## config.mk

```make
export PLATFORM = sky130hd
export DESIGN_NAME = alu_writeback
export DESIGN_NICKNAME = d
export VERILOG_FILES = /design/src/rtl/cpu_pkg.sv /design/src/rtl/alu_writeback.sv
export SDC_FILE = /design/constraint.sdc
export NUM_CORES = 1
export LEC_CHECK = 0
export CORE_ASPECT_RATIO = 0.7
export CORE_MARGIN = 4
export CORE_UTILIZATION = 48
export CTS_CLUSTER_DIAMETER = 80
export DETAILED_ROUTE_END_ITERATION = 7
export HOLD_SLACK_MARGIN = 0.15
export PLACE_DENSITY = 0.93
export SKIP_CTS_REPAIR_TIMING = 1
export SYNTH_ARGS = -nofsm -noshare
export SYNTH_HDL_FRONTEND = slang
export SYNTH_SLANG_ARGS = --single-unit
export TNS_END_PERCENT = 10
```

## constraint.sdc

```tcl
create_clock -name clk -period 2.9 [get_ports clk]
set_input_delay 0.435 -clock clk [delete_from_list [all_inputs] [get_ports clk]]
set_output_delay 0.435 -clock clk [all_outputs]
set_load 0.01 [all_outputs]
```

## src/rtl/cpu_pkg.sv

```systemverilog
// Shared CPU definitions: datapath widths, writeback FSM states and
// status-register bit positions.
package cpu_pkg;

  localparam int DATA_W = 16;
  localparam int RES_W  = 32;
  localparam int ADDR_W = 3;
  localparam int ST_W   = 6;

  typedef enum logic [1:0] {
    WB_IDLE = 2'd0,
    WB_LO   = 2'd1,
    WB_HI   = 2'd2
  } wb_state_t;

  localparam int ST_ZA = 0;
  localparam int ST_ZB = 1;
  localparam int ST_EQ = 2;
  localparam int ST_GT = 3;
  localparam int ST_LT = 4;
  localparam int ST_OV = 5;

endpackage

```

## src/rtl/alu_writeback.sv

```systemverilog
// ALU result stage: writes 32-bit results into the 16-bit register file in
// one or two cycles and keeps the status register. ALUWB_WRCOUNT_EN adds wr_count.
module alu_writeback
  import cpu_pkg::*;
(
  input  logic              clk,
  input  logic              rst_n,
  input  logic              in_valid,
  output logic              in_ready,
  input  logic [RES_W-1:0]  result,
  input  logic              za,
  input  logic              zb,
  input  logic              eq,
  input  logic              gt,
  input  logic              lt,
  input  logic [ADDR_W-1:0] dest_addr,
  input  logic              wide,
  input  logic              flag_en,
  output logic              rf_we,
  output logic [ADDR_W-1:0] rf_waddr,
  output logic [DATA_W-1:0] rf_wdata,
  output logic [ST_W-1:0]   status,
  output logic              busy,
  output logic              done,
`ifdef ALUWB_WRCOUNT_EN
  output logic [15:0]       wr_count,
`endif
  output logic [1:0]        state_dbg
);

  // Handshake: an op transfers on a rising edge where in_valid && in_ready.
  // in_valid is a don't-care while in_ready=0 (nothing is queued), and
  // in_ready is forced low while rst_n is asserted.

  wb_state_t         state_q, state_d;
  logic [RES_W-1:0]  res_q;
  logic [ADDR_W-1:0] dest_q;
  logic              wide_q;
  logic [ST_W-1:0]   status_q, status_d;
  logic              ready_st;
  logic              accept;

  always_comb begin
    state_d  = WB_IDLE;
    ready_st = 1'b0;
    rf_we    = 1'b0;
    rf_waddr = '0;
    rf_wdata = '0;
    busy     = 1'b0;
    done     = 1'b0;
    unique case (state_q)
      WB_IDLE: ready_st = 1'b1;
      WB_LO: begin
        rf_we    = 1'b1;
        rf_waddr = dest_q;
        rf_wdata = res_q[DATA_W-1:0];
        busy     = 1'b1;
        if (!wide_q) begin
          done     = 1'b1;
          ready_st = 1'b1;
        end
      end
      WB_HI: begin
        rf_we    = 1'b1;
        rf_waddr = dest_q + ADDR_W'(1);
        rf_wdata = res_q[RES_W-1:DATA_W];
        busy     = 1'b1;
        done     = 1'b1;
        ready_st = 1'b1;
      end
      default: ;
    endcase
    in_ready = rst_n & ready_st;
    accept   = in_valid & in_ready;
    if (state_q == WB_LO && wide_q) state_d = WB_HI;
    else if (accept)                state_d = WB_LO;
  end

  // ov flags a narrow write that dropped nonzero high bits.
  always_comb begin
    status_d        = '0;
    status_d[ST_ZA] = za;
    status_d[ST_ZB] = zb;
    status_d[ST_EQ] = eq;
    status_d[ST_GT] = gt;
    status_d[ST_LT] = lt;
    status_d[ST_OV] = !wide && (result[RES_W-1:DATA_W] != '0);
  end

  always_ff @(posedge clk or negedge rst_n) begin
    if (!rst_n) begin
      state_q  <= WB_IDLE;
      res_q    <= '0;
      dest_q   <= '0;
      wide_q   <= 1'b0;
      status_q <= '0;
    end else begin
      state_q <= state_d;
      if (accept) begin
        res_q  <= result;
        dest_q <= dest_addr;
        wide_q <= wide;
        if (flag_en) status_q <= status_d;
      end
    end
  end

  assign status    = status_q;
  assign state_dbg = state_q;

`ifdef ALUWB_WRCOUNT_EN
  logic [15:0] wr_count_q;

  always_ff @(posedge clk or negedge rst_n) begin
    if (!rst_n) begin
      wr_count_q <= '0;
    end else if (rf_we && wr_count_q != 16'hFFFF) begin
      wr_count_q <= wr_count_q + 16'd1;
    end
  end

  assign wr_count = wr_count_q;
`endif

endmodule
```

==> results of run 1 <==
## metal layers
layer / up-vias / GRT usage (%) / share of wire [%] / wire (um)
met2: 52 / 29.36 / 47 / 2293
met4: 0 / 6.031 / 0.89 / 43
met3: 5 / 6.771 / 9.0 / 435
met5: - / 0 / 0 / 0
met1: 748 / 23.95 / 43 / 2074
li1: 715 / - / - / -
## sequential cells by signal, indices dropped and copies added, names as in the netlist
register / count
state_dbg: 2
res_q: 32
status: 6
wide_q: 1
dest_q: 3
## worst max-delay path, delay by kind of cell (launching register included)
family / cells / cell delay, ns
adders and majority gates: 1 / 0.69
buffers and inverters: 2 / 0.64
DFF: 1 / 0.41
and+or+nand+nor: 1 / 0.26
## report_power, final
part	switching, mW	total (mW)	internal (mW)
clock	0.199	0.455	0.256
combinational	0.194	0.494	0.300
sequential	0.0935	0.866	0.772
## placed cells by master, fill, tap and decap left out, drive strengths merged
master         Yosys  routed
clkbuf             5       6
clkinv             0       1
o31a               1       1
o311ai             1       1
xor2               1       1
mux2              43      43
o311a              1       1
buf                4       6
nor2b             20      20
dfrtp             44      44
ha                 5       5
nor4               4       4
clkdlybuf4s50      0      74
nor2               1       1
bufinv             0       1
a22oi             18      18
a41oi              1       1
and2               2       2
inv                2       2
o21a               1       1
## area by class of cell
class,count,area [sq um],area share (%)
inverters,2,7.507,0.2515
flip-flops and latches,44,1101,36.88
clock buffers,6,72.57,2.431
repair buffers,80,783.3,26.24
well taps,52,65.06,2.179
multi-input cells,99,920.9,30.85
clock inverters,2,35.03,1.174
## worst max-delay path by stage
stage                                 from                     to  slack (ns)  cells after the start
floorplan           state_dbg[1]$_DFF_PN0_  dest_q[2]$_DFFE_PN0P_        0.96                      6
global placement    state_dbg[0]$_DFF_PN0_            rf_wdata[5]        0.53                      4
detailed placement  state_dbg[0]$_DFF_PN0_           rf_wdata[10]        0.48                      4
CTS                 state_dbg[0]$_DFF_PN0_            rf_wdata[5]        0.13                      4
global route        state_dbg[0]$_DFF_PN0_            rf_wdata[5]       0.003                      4
finish              state_dbg[0]$_DFF_PN0_            rf_wdata[5]        0.16                      4
## stage by stage
stage | hold WS, ns | util (%) | cells | area [sq um] | worst slack, ns
after detailed placement | 0.4816 | 70.79 | 277 | 2878 | 0.4845
after global placement | 0.4754 | 70.79 | 277 | 2878 | 0.5272
after floorplan | 0.1394 | - | 154 | 2090 | 0.9617
after global routing | 0.3129 | 73.44 | 285 | 2985 | 0.002715
after CTS | 0.2786 | 73.44 | 285 | 2985 | 0.1287
final | 0.2493 | 73.44 | 285 | 2985 | 0.1624
## logic make-up (layout without fill, tap and decap cells)
kind of cell               Yosys count  count (layout)  synth area share (%)
DFF                                 44              44                 52.69
muxes                               43              43                 23.17
and+or+nand+nor                     27              27                 8.083
AOI/OAI and AO/OA                   23              23                 9.402
buffers and inverters               11              90                 3.234
adders and majority gates            5               5                 2.994
xor gates and xnor gates             1               1                0.4192
==> results.yml, run 1 <==
yosys:
  syn-cell-area_sq_um: 2090
  seq_area_frac_synth_pct: 52.69
  synth_top_flop_cell: "dfrtp_1"
  synth_most_common_cell: "dfrtp_1"
  ys_warn_count: 0
  synth_top_area_share_pct: 52.69
  synth_area_leaders: "dfrtp_1, mux2_1, mux2_2"
  yosys_register_bits: 44
  synth_area_leader_cell: "dfrtp_1"
  synth_edf_count: 0
  avgSynthCellArea_sq_um: 13.57
  async_flop_share_pct: 100.0
  synth_common_cells: "dfrtp_1, mux2_1, nor2b_1, a22oi_1, mux2_2"
  synth_nets: 204
  synth_cells: 154
  synth_cell_type_count: 20
sta:
  finalHoldViolations: 0
  fin_crit_ns: 2.738
  worst_pin_slew_ns: 0.6165
  fin_skew_ns: 0.005202
  period_share_pct: 94.40
  max_freq_mhz: 365.3
  rsz0062_at_grt: "no"
  drv_slew: 0
  slew_headroom_pct: 58.90
  finalSetupViolations: 0
  tns_ns: 0
routing:
  post-route-drc-count: 0
  routed_wl_um: 4847
  drt-initial-drc-count: 49
  viasPerCell: 5.333
  first_pass_iters: 4
  detail-route-antenna-nets: 0
  vias: 1520
  avgRoutedWirePerCell_um: 17.01
critical_path:
  r2r_slack_ns: 0.65
  rr_startpoint: "state_dbg[1]$_DFF_PN0_"
  path_class: "flop to output pin"
  arrival_ns: 2.30
  cp-end-kind: "output pin"
  crit_chain: "inv_1, ha_1, nor2b_1, clkdlybuf4s50_1"
  cp-start-kind: "flop"
  cp_data_required_time_ns: 2.47
  crit_slowest_cell: "ha_1"
  slowest_delay_ns: 0.69
  rr_worst_depth: 7
  timing.rr.end: "res_q[17]$_DFFE_PN0P_"
  crit_fanout: 21
pwr:
  fin_total_pwr_mw: 1.814
  powerDensity_nw_per_um2: 607.7
  peakVddDrop_mv: 0.4123
  p_leak_nw: 1.176
layout:
  fillers: 292
  drive_gt1_share_pct: 12.45
  num_antenna_cells: 0
  synthToLayoutAreaGrowth_pct: 42.87
  fin_nets: 282
place:
  dpl.hpwl_um: 3535
  io_buffer_count: 75
  gp_congestion: 0.7216
global_route:
  track_usage_pct: 18.70
  grt_pass1_vias: 1646
  grt_max_degree: 45
  grt_pass1_wl_um: 7983
  antenna_found_initial: 0
  grt-ovfl-total: 0
floorplan:
  chipHeight_um: 63.20
  num_rows: 19
  ios: 76
  start_util_pct: 51.40
  die_w_um: 86.86
  dieArea_sq_um: 5490
  core_area_sq_um: 4065
clock_network:
  clk_pin_slew_ns: 0.08
  insertion_delay_ns: 0.29
  ctsRootBufferMaster: "clkbuf_8"
  htree_levels: 2
  cts.path.max_buffers: 2
  numCtsBuffers: 5
  cts_tree: "built"
  clock_sinks: 44
worst_hold_path:
  min_path_type: "input port to async pin"
flow_run:
  maxCapViolCount: 0
status:
  status: "finished, final reports clean"
(Power assumes the default switching activity.)
==> inputs of run 2 (changes only) <==
==> constraint.sdc (replaced) <==
create_clock -name clk -period 3.5 [get_ports clk]
set_input_delay 0.525 -clock clk [delete_from_list [all_inputs] [get_ports clk]]
set_output_delay 0.525 -clock clk [all_outputs]
set_load 0.01 [all_outputs]
==> run 2 against run 1 <==
  * Critical path depth is 1 higher
  * Non-clock buffer count is 2 lower
  * Via count is 2.3% lower
  * Combinational power is 18% lower
  * Clock power is 28% lower
  * Worst setup slack better by 0.25 ns
  * Count of clock-buffer cells in the layout is 2 higher
  * Cell area is 1.1% lower
  * Flip-flop and latch count stayed put
==> results.yml, run 2 (same netlist as run 1, synthesis figures left out) <==
sta:
  fin_crit_ns: 3.083
  rsz0062_at_grt: "no"
  drv_slew: 0
  finalHoldViolations: 0
  period_share_pct: 88.08
  worst_pin_slew_ns: 0.9408
  slew_headroom_pct: 37.28
  tns_ns: 0
  hold_ws_ns: 0.3410
  max_freq_mhz: 324.4
  fin_skew_ns: 0.003884
  finalSetupViolations: 0
  setup_ws_ns: 0.4171
clock_network:
  cts_tree: "built"
  ctsRootBufferMaster: "clkbuf_8"
  clk_pin_slew_ns: 0.08
  clock_sinks: 44
  numCtsBuffers: 5
  insertion_delay_ns: 0.30
  htree_levels: 2
  cts.path.max_buffers: 2
flow_run:
  maxCapViolCount: 0
status:
  status: "finished, final reports clean"
routing:
  viasPerCell: 5.247
  post-route-drc-count: 0
  drt-initial-drc-count: 31
  avgRoutedWirePerCell_um: 17.27
  routed_wl_um: 4886
  vias: 1485
  detail-route-antenna-nets: 0
  first_pass_iters: 4
floorplan:
  dieArea_sq_um: 5490
  chipHeight_um: 63.20
  die_w_um: 86.86
  core_area_sq_um: 4065
  ios: 76
  start_util_pct: 51.40
  num_rows: 19
critical_path:
  rr_worst_depth: 5
  path_class: "flop to output pin"
  timing.rr.end: "res_q[8]$_DFFE_PN0P_"
  crit_slowest_cell: "ha_1"
  r2r_slack_ns: 1.12
  cp-start-kind: "flop"
  crit_chain: "inv_1, ha_1, a22oi_1, nor2b_1, clkdlybuf4s50_1"
  slowest_delay_ns: 0.78
  crit_fanout: 23
  arrival_ns: 2.56
  cp-end-kind: "output pin"
  rr_startpoint: "state_dbg[0]$_DFF_PN0_"
  cp_data_required_time_ns: 2.97
global_route:
  grt_max_degree: 45
  grt_pass1_wl_um: 7941
  track_usage_pct: 18.73
  grt-ovfl-total: 0
  antenna_found_initial: 0
  grt_pass1_vias: 1621
pwr:
  powerDensity_nw_per_um2: 491.2
  peakVddDrop_mv: 0.2743
  p_leak_nw: 1.156
layout:
  drive_gt1_share_pct: 11.26
  mostFrequentLayoutCell: "clkdlybuf4s50_1"
  final_cell_mix: "clkdlybuf4s50_1, dfrtp_1, mux2_1"
  num_antenna_cells: 0
  synthToLayoutAreaGrowth_pct: 41.32
  largest_register_ffs: 32
  fin_nets: 280
  largest_register: "res_q"
place:
  io_buffer_count: 75
  dpl.hpwl_um: 3565
  place_ws_ns: 0.7430
  gp_congestion: 0.7107
worst_hold_path:
  min_path_type: "input port to async pin"
==> run 2: critical path, delay by kind of cell, from the launching register on <==
| kind | cells | cell delay [ns] |
|---|---|---|
| buf+inv | 2 | 0.64 |
| flops | 1 | 0.42 |
| fa+ha+maj | 1 | 0.78 |
| compound gates | 1 | 0.22 |
| simple gates | 1 | 0.19 |
==> run 2: how the worst max path moves through the flow <==
stage,start,end,slack (ns),depth (start not counted)
floorplan,state_dbg[1]$_DFF_PN0_,dest_q[2]$_DFFE_PN0P_,1.56,6
global placement,state_dbg[0]$_DFF_PN0_,rf_wdata[5],0.79,5
detailed placement,state_dbg[0]$_DFF_PN0_,rf_wdata[5],0.74,5
CTS,state_dbg[0]$_DFF_PN0_,rf_wdata[5],0.40,5
global route,state_dbg[0]$_DFF_PN0_,rf_wdata[5],0.24,5
finish,state_dbg[0]$_DFF_PN0_,rf_wdata[5],0.42,5
==> run 2: report_power, final <==
group	switching [mW]	leakage [nW]	internal (mW)
clock network	0.166	0.0455	0.161
logic	0.159	0.591	0.246
registers	0.0777	0.519	0.640
==> run 2: layout make-up <==
cell class,count,area (sq um)
Timing Repair Buffer,78,768.2
Tap cell,52,65.06
Fill cell,294,1112
Sequential cell,44,1101
Multi-Input combinational cell,99,920.9
Inverter,2,7.507
Clock buffer,8,90.09
==> run 2: routing by layer <==
| metal | share of wire (%) | track usage, % |
|---|---|---|
| met1 | 44 | 24.22 |
| met2 | 47 | 30.30 |
| met3 | 7.9 | 6.901 |
| met4 | 0.82 | 3.502 |
| met5 | 0 | 0 |
==> run 2: stage by stage <==
step           area [sq um]  std cells  utilization, %  total power [mW]
6_report               2953        283           72.64             1.450
4_1_cts                2953        283           72.64             1.462
2_1_floorplan          2090        154               -            0.9335
3_3_place_gp           2863        275           70.42             1.113
3_5_place_dp           2863        275           70.42             1.138
5_1_grt                2953        283           72.64             1.534
==> variant 1 (config.mk and constraints of run 2) <==
Build with the macro `ALUWB_WRCOUNT_EN` defined.
--- a/src/rtl/alu_writeback.sv
+++ b/src/rtl/alu_writeback.sv
@@ -1,4 +1,6 @@
 // ALU result stage: writes 32-bit results into the 16-bit register file in
 // one or two cycles and keeps the status register. ALUWB_WRCOUNT_EN adds wr_count.
+`define ALUWB_WRCOUNT_EN
+
 module alu_writeback
   import cpu_pkg::*;
Behaviour (old outputs only; new: wr_count): unchanged (equiv_simple and equiv_induct, registers matched by name and starting in step).
==> variant 1 against run 2 <==
Worst setup slack improved by 0.095 ns; register-to-register slack worse by 0.28 ns; non-clock buffer count increased by 16; die area grew 32%; final cell count is 40% higher; wire length increased by 45%; synthesized cell count up 44%; sequential power rose by 37%; power rose by 52%; sequential cell count up 16; via count is 44% higher; cell area grew 36%; synthesized area up 36%; critical path type unchanged; largest power group unchanged.
==> variant 1: results (changes against run 2) <==
{| class="wikitable"
! Metric !! Value
|-
| Seq/Total Area, Yosys || 0.528 (was 0.527)
|-
| Post-route standard cell area excluding fillers || 4010 sq um (was 2950 sq um)
|-
| Final-layout non-clock buffer area share || 0.231 (was 0.260)
|-
| DRT met1 WL || 3120 um (was 2140 um)
|-
| RD Place Congestion || 0.904 (was 0.711)
|-
| Met2 track utilization from global routing || 0.324 (was 0.303)
|-
| Ratio of cells with drive above 1 in the final layout || 0.215 (was 0.113)
|-
| Post-synthesis instance total || 222 (was 154)
|-
| Synthesized netlist net count || 273 (was 204)
|-
| Outcome || completed (unchanged)
|-
| Post-Place Cells || 380 (was 275)
|-
| Share of total power in sequential cells || 0.446 (was 0.495)
|-
| Maximum fanout along the worst path || 21 (was 23)
|-
| Level count of the clock H-tree || 3 (was 2)
|-
| Non-Clock Inverter Count || 3 (was 2)
|-
| Actual transition at the worst max-transition pin || 0.872 ns (was 0.941 ns)
|-
| Overall routed net length || 7100 um (was 4890 um)
|-
| Peak supply drop || 0.287 mV (was 0.274 mV)
|-
| Net switching power || 0.000616 W (was 0.000403 W)
|-
| Clock-pin slew on the worst setup and hold paths || 0.06 ns (was 0.08 ns)
|-
| Multi-input logic cell count || 148 (was 99)
|-
| Leakage || 1.60 nW (was 1.16 nW)
|-
| Pin count of the biggest net entering global routing || 61 (was 45)
|-
| Synth Area in Adders || 0.0264 (was 0.0299)
|-
| M3 GR Usage || 0.0557 (was 0.0690)
|-
| Placed standard-cell area || 3810 sq um (was 2860 sq um)
|-
| Power Dens Cells || 549 nW/um^2 (was 491 nW/um^2)
|-
| Fraction of standard cell area in multi-input logic || 0.318 (was 0.312)
|-
| Highest cell delay on the worst timing path || 0.67 ns (was 0.78 ns)
|-
| Total of buffers placed on input and output ports || 91 (was 75)
|-
| Detailed-routed wire length on met2 || 3440 um (was 2320 um)
|-
| Number of fillers in the final layout || 427 (was 294)
|-
| Vias post-DR || 2131 (was 1485)
|}
variant 1: cell count changes after synthesis, moves of 4 or more:
| cell | run 2 | this run |
|---|---|---|
| sky130_fd_sc_hd__dfrtp_1 | 44 | 60 |
| sky130_fd_sc_hd__mux2_1 | 29 | 0 |
| sky130_fd_sc_hd__mux2_2 | 14 | 44 |
| sky130_fd_sc_hd__nand2_1 | 0 | 7 |
| sky130_fd_sc_hd__nand3_1 | 0 | 7 |
| sky130_fd_sc_hd__nand4b_1 | 0 | 4 |
| sky130_fd_sc_hd__xnor2_1 | 0 | 11 |
variant 1: final timing paths:
check | to | slack (ns)
worst max-delay path | rf_waddr[1] | 0.51
worst min-delay path | status[1] | 0.38
worst max register to register | dest_q[0] | 0.84
worst min register to register | status[3] | 0.51
max in group asynchronous | res_q[21] | 2.63
min in group clk | status[3] | 0.51
==> variant 2 (flow settings as in run 2) <==
Made on the original files. Put one more register stage on the output `status`, cleared by the reset. The value now appears one clock later. The other outputs are not delayed to match. Comments in the files are not updated.
--- a/src/rtl/alu_writeback.sv
+++ b/src/rtl/alu_writeback.sv
@@ -106,5 +106,11 @@
   end
 
-  assign status    = status_q;
+  always_ff @(posedge clk or negedge rst_n) begin
+    if (!rst_n) begin
+      status <= '0;
+    end else begin
+      status <= status_q;
+    end
+  end
   assign state_dbg = state_q;
 
Formal check against the unedited RTL: not equivalent (a bounded check fails within 4 cycles, from zero or initial values and one cycle with rst_n low).
==> variant 2 against run 2 <==
Wire length increased by 4.2%; clock power increased by 5%; power increased by 7.9%; cell area increased by 5.9%; sequential cell count increased by 6; clock skew increased by 0.0016 ns; synthesized area increased by 7.2%; synthesized cell count increased by 3.9%; worst setup slack improved by 0.25 ns; sequential share of layout area increased by 2.7 points; highest routed layer unchanged.
==> variant 2: results (changes against run 2) <==
{| class="wikitable"
! Metric !! Value
|-
| Outcome || completed (unchanged)
|-
| Number of fillers in the final layout || 327 (was 294)
|-
| Worst-path cell with the longest stage delay || sky130_fd_sc_hd__clkdlybuf4s50_1 (was sky130_fd_sc_hd__ha_1)
|-
| Multiplexer fraction of the synthesized cell area || 0.216 (was 0.232)
|-
| Initial DRC Count || 45 (was 31)
|-
| Layout clock buffers || 7 (was 8)
|-
| Pin count of the biggest net entering global routing || 51 (was 45)
|-
| Wire length of the first global-routing pass || 8580 um (was 7940 um)
|-
| Vias per Instance || 5.37 (was 5.25)
|-
| Critical path data arrival time || 2.30 ns (was 2.56 ns)
|-
| Maximum clock skew at final layout || 0.00547 ns (was 0.00388 ns)
|-
| Detailed-routed wire length on met2 || 2360 um (was 2320 um)
|-
| Fraction of met1 tracks used by global routing || 0.267 (was 0.242)
|-
| Aggregate global-route resource usage || 0.196 (was 0.187)
|-
| Post-synthesis compound-gate area fraction || 0.0877 (was 0.0940)
|-
| Crit Reg-Reg Endpoint || res_q[25] (was res_q[8])
|-
| Maximum fanout along the worst path || 12 (was 23)
|-
| Placed standard-cell area || 3040 sq um (was 2860 sq um)
|-
| Met3 Routed Length || 316 um (was 385 um)
|-
| Commonest cells in the synthesized netlist || sky130_fd_sc_hd__dfrtp_1, sky130_fd_sc_hd__mux2_1, sky130_fd_sc_hd__nor2b_1 (unchanged)
|-
| Die X-Extent || 89.6 um (was 86.9 um)
|-
| Met2 track utilization from global routing || 0.297 (was 0.303)
|-
| Area of all sequential standard cells || 1250 sq um (was 1100 sq um)
|-
| Ratio of cells with drive above 1 in the final layout || 0.118 (was 0.113)
|-
| Actual transition at the worst max-transition pin || 0.729 ns (was 0.941 ns)
|-
| Synthesized netlist net count || 210 (was 204)
|-
| Via count of the first global-routing pass || 1746 (was 1621)
|-
| Largest cells by area after synthesis || sky130_fd_sc_hd__dfrtp_1, sky130_fd_sc_hd__mux2_1, sky130_fd_sc_hd__mux2_2 (unchanged)
|}
## variant 2: cell count changes in the layout (fill, tap and decap cells not counted)
cell                              run 2  this run
sky130_fd_sc_hd__buf_12               0         1
sky130_fd_sc_hd__dfrtp_1             44        50
sky130_fd_sc_hd__clkinv_2             0         1
sky130_fd_sc_hd__clkbuf_1             2         1
## variant 2: power by group
group          switching, W  internal (W)
Clock              0.000185      0.000160
Combinational      0.000161      0.000251
Sequential        0.0000800      0.000729
Total              0.000425       0.00114
## variant 2: metrics by stage
step | cells | hold slack (ns) | util | worst slack (ns)
CTS | 293 | 0.379 | 0.706 | 0.651
detailed placement | 285 | 0.362 | 0.686 | 0.988
global route | 293 | 0.393 | 0.706 | 0.457
global placement | 285 | 0.352 | 0.686 | 1.07
floorplan | 160 | 0.229 | - | 1.56
finish | 293 | 0.365 | 0.706 | 0.670
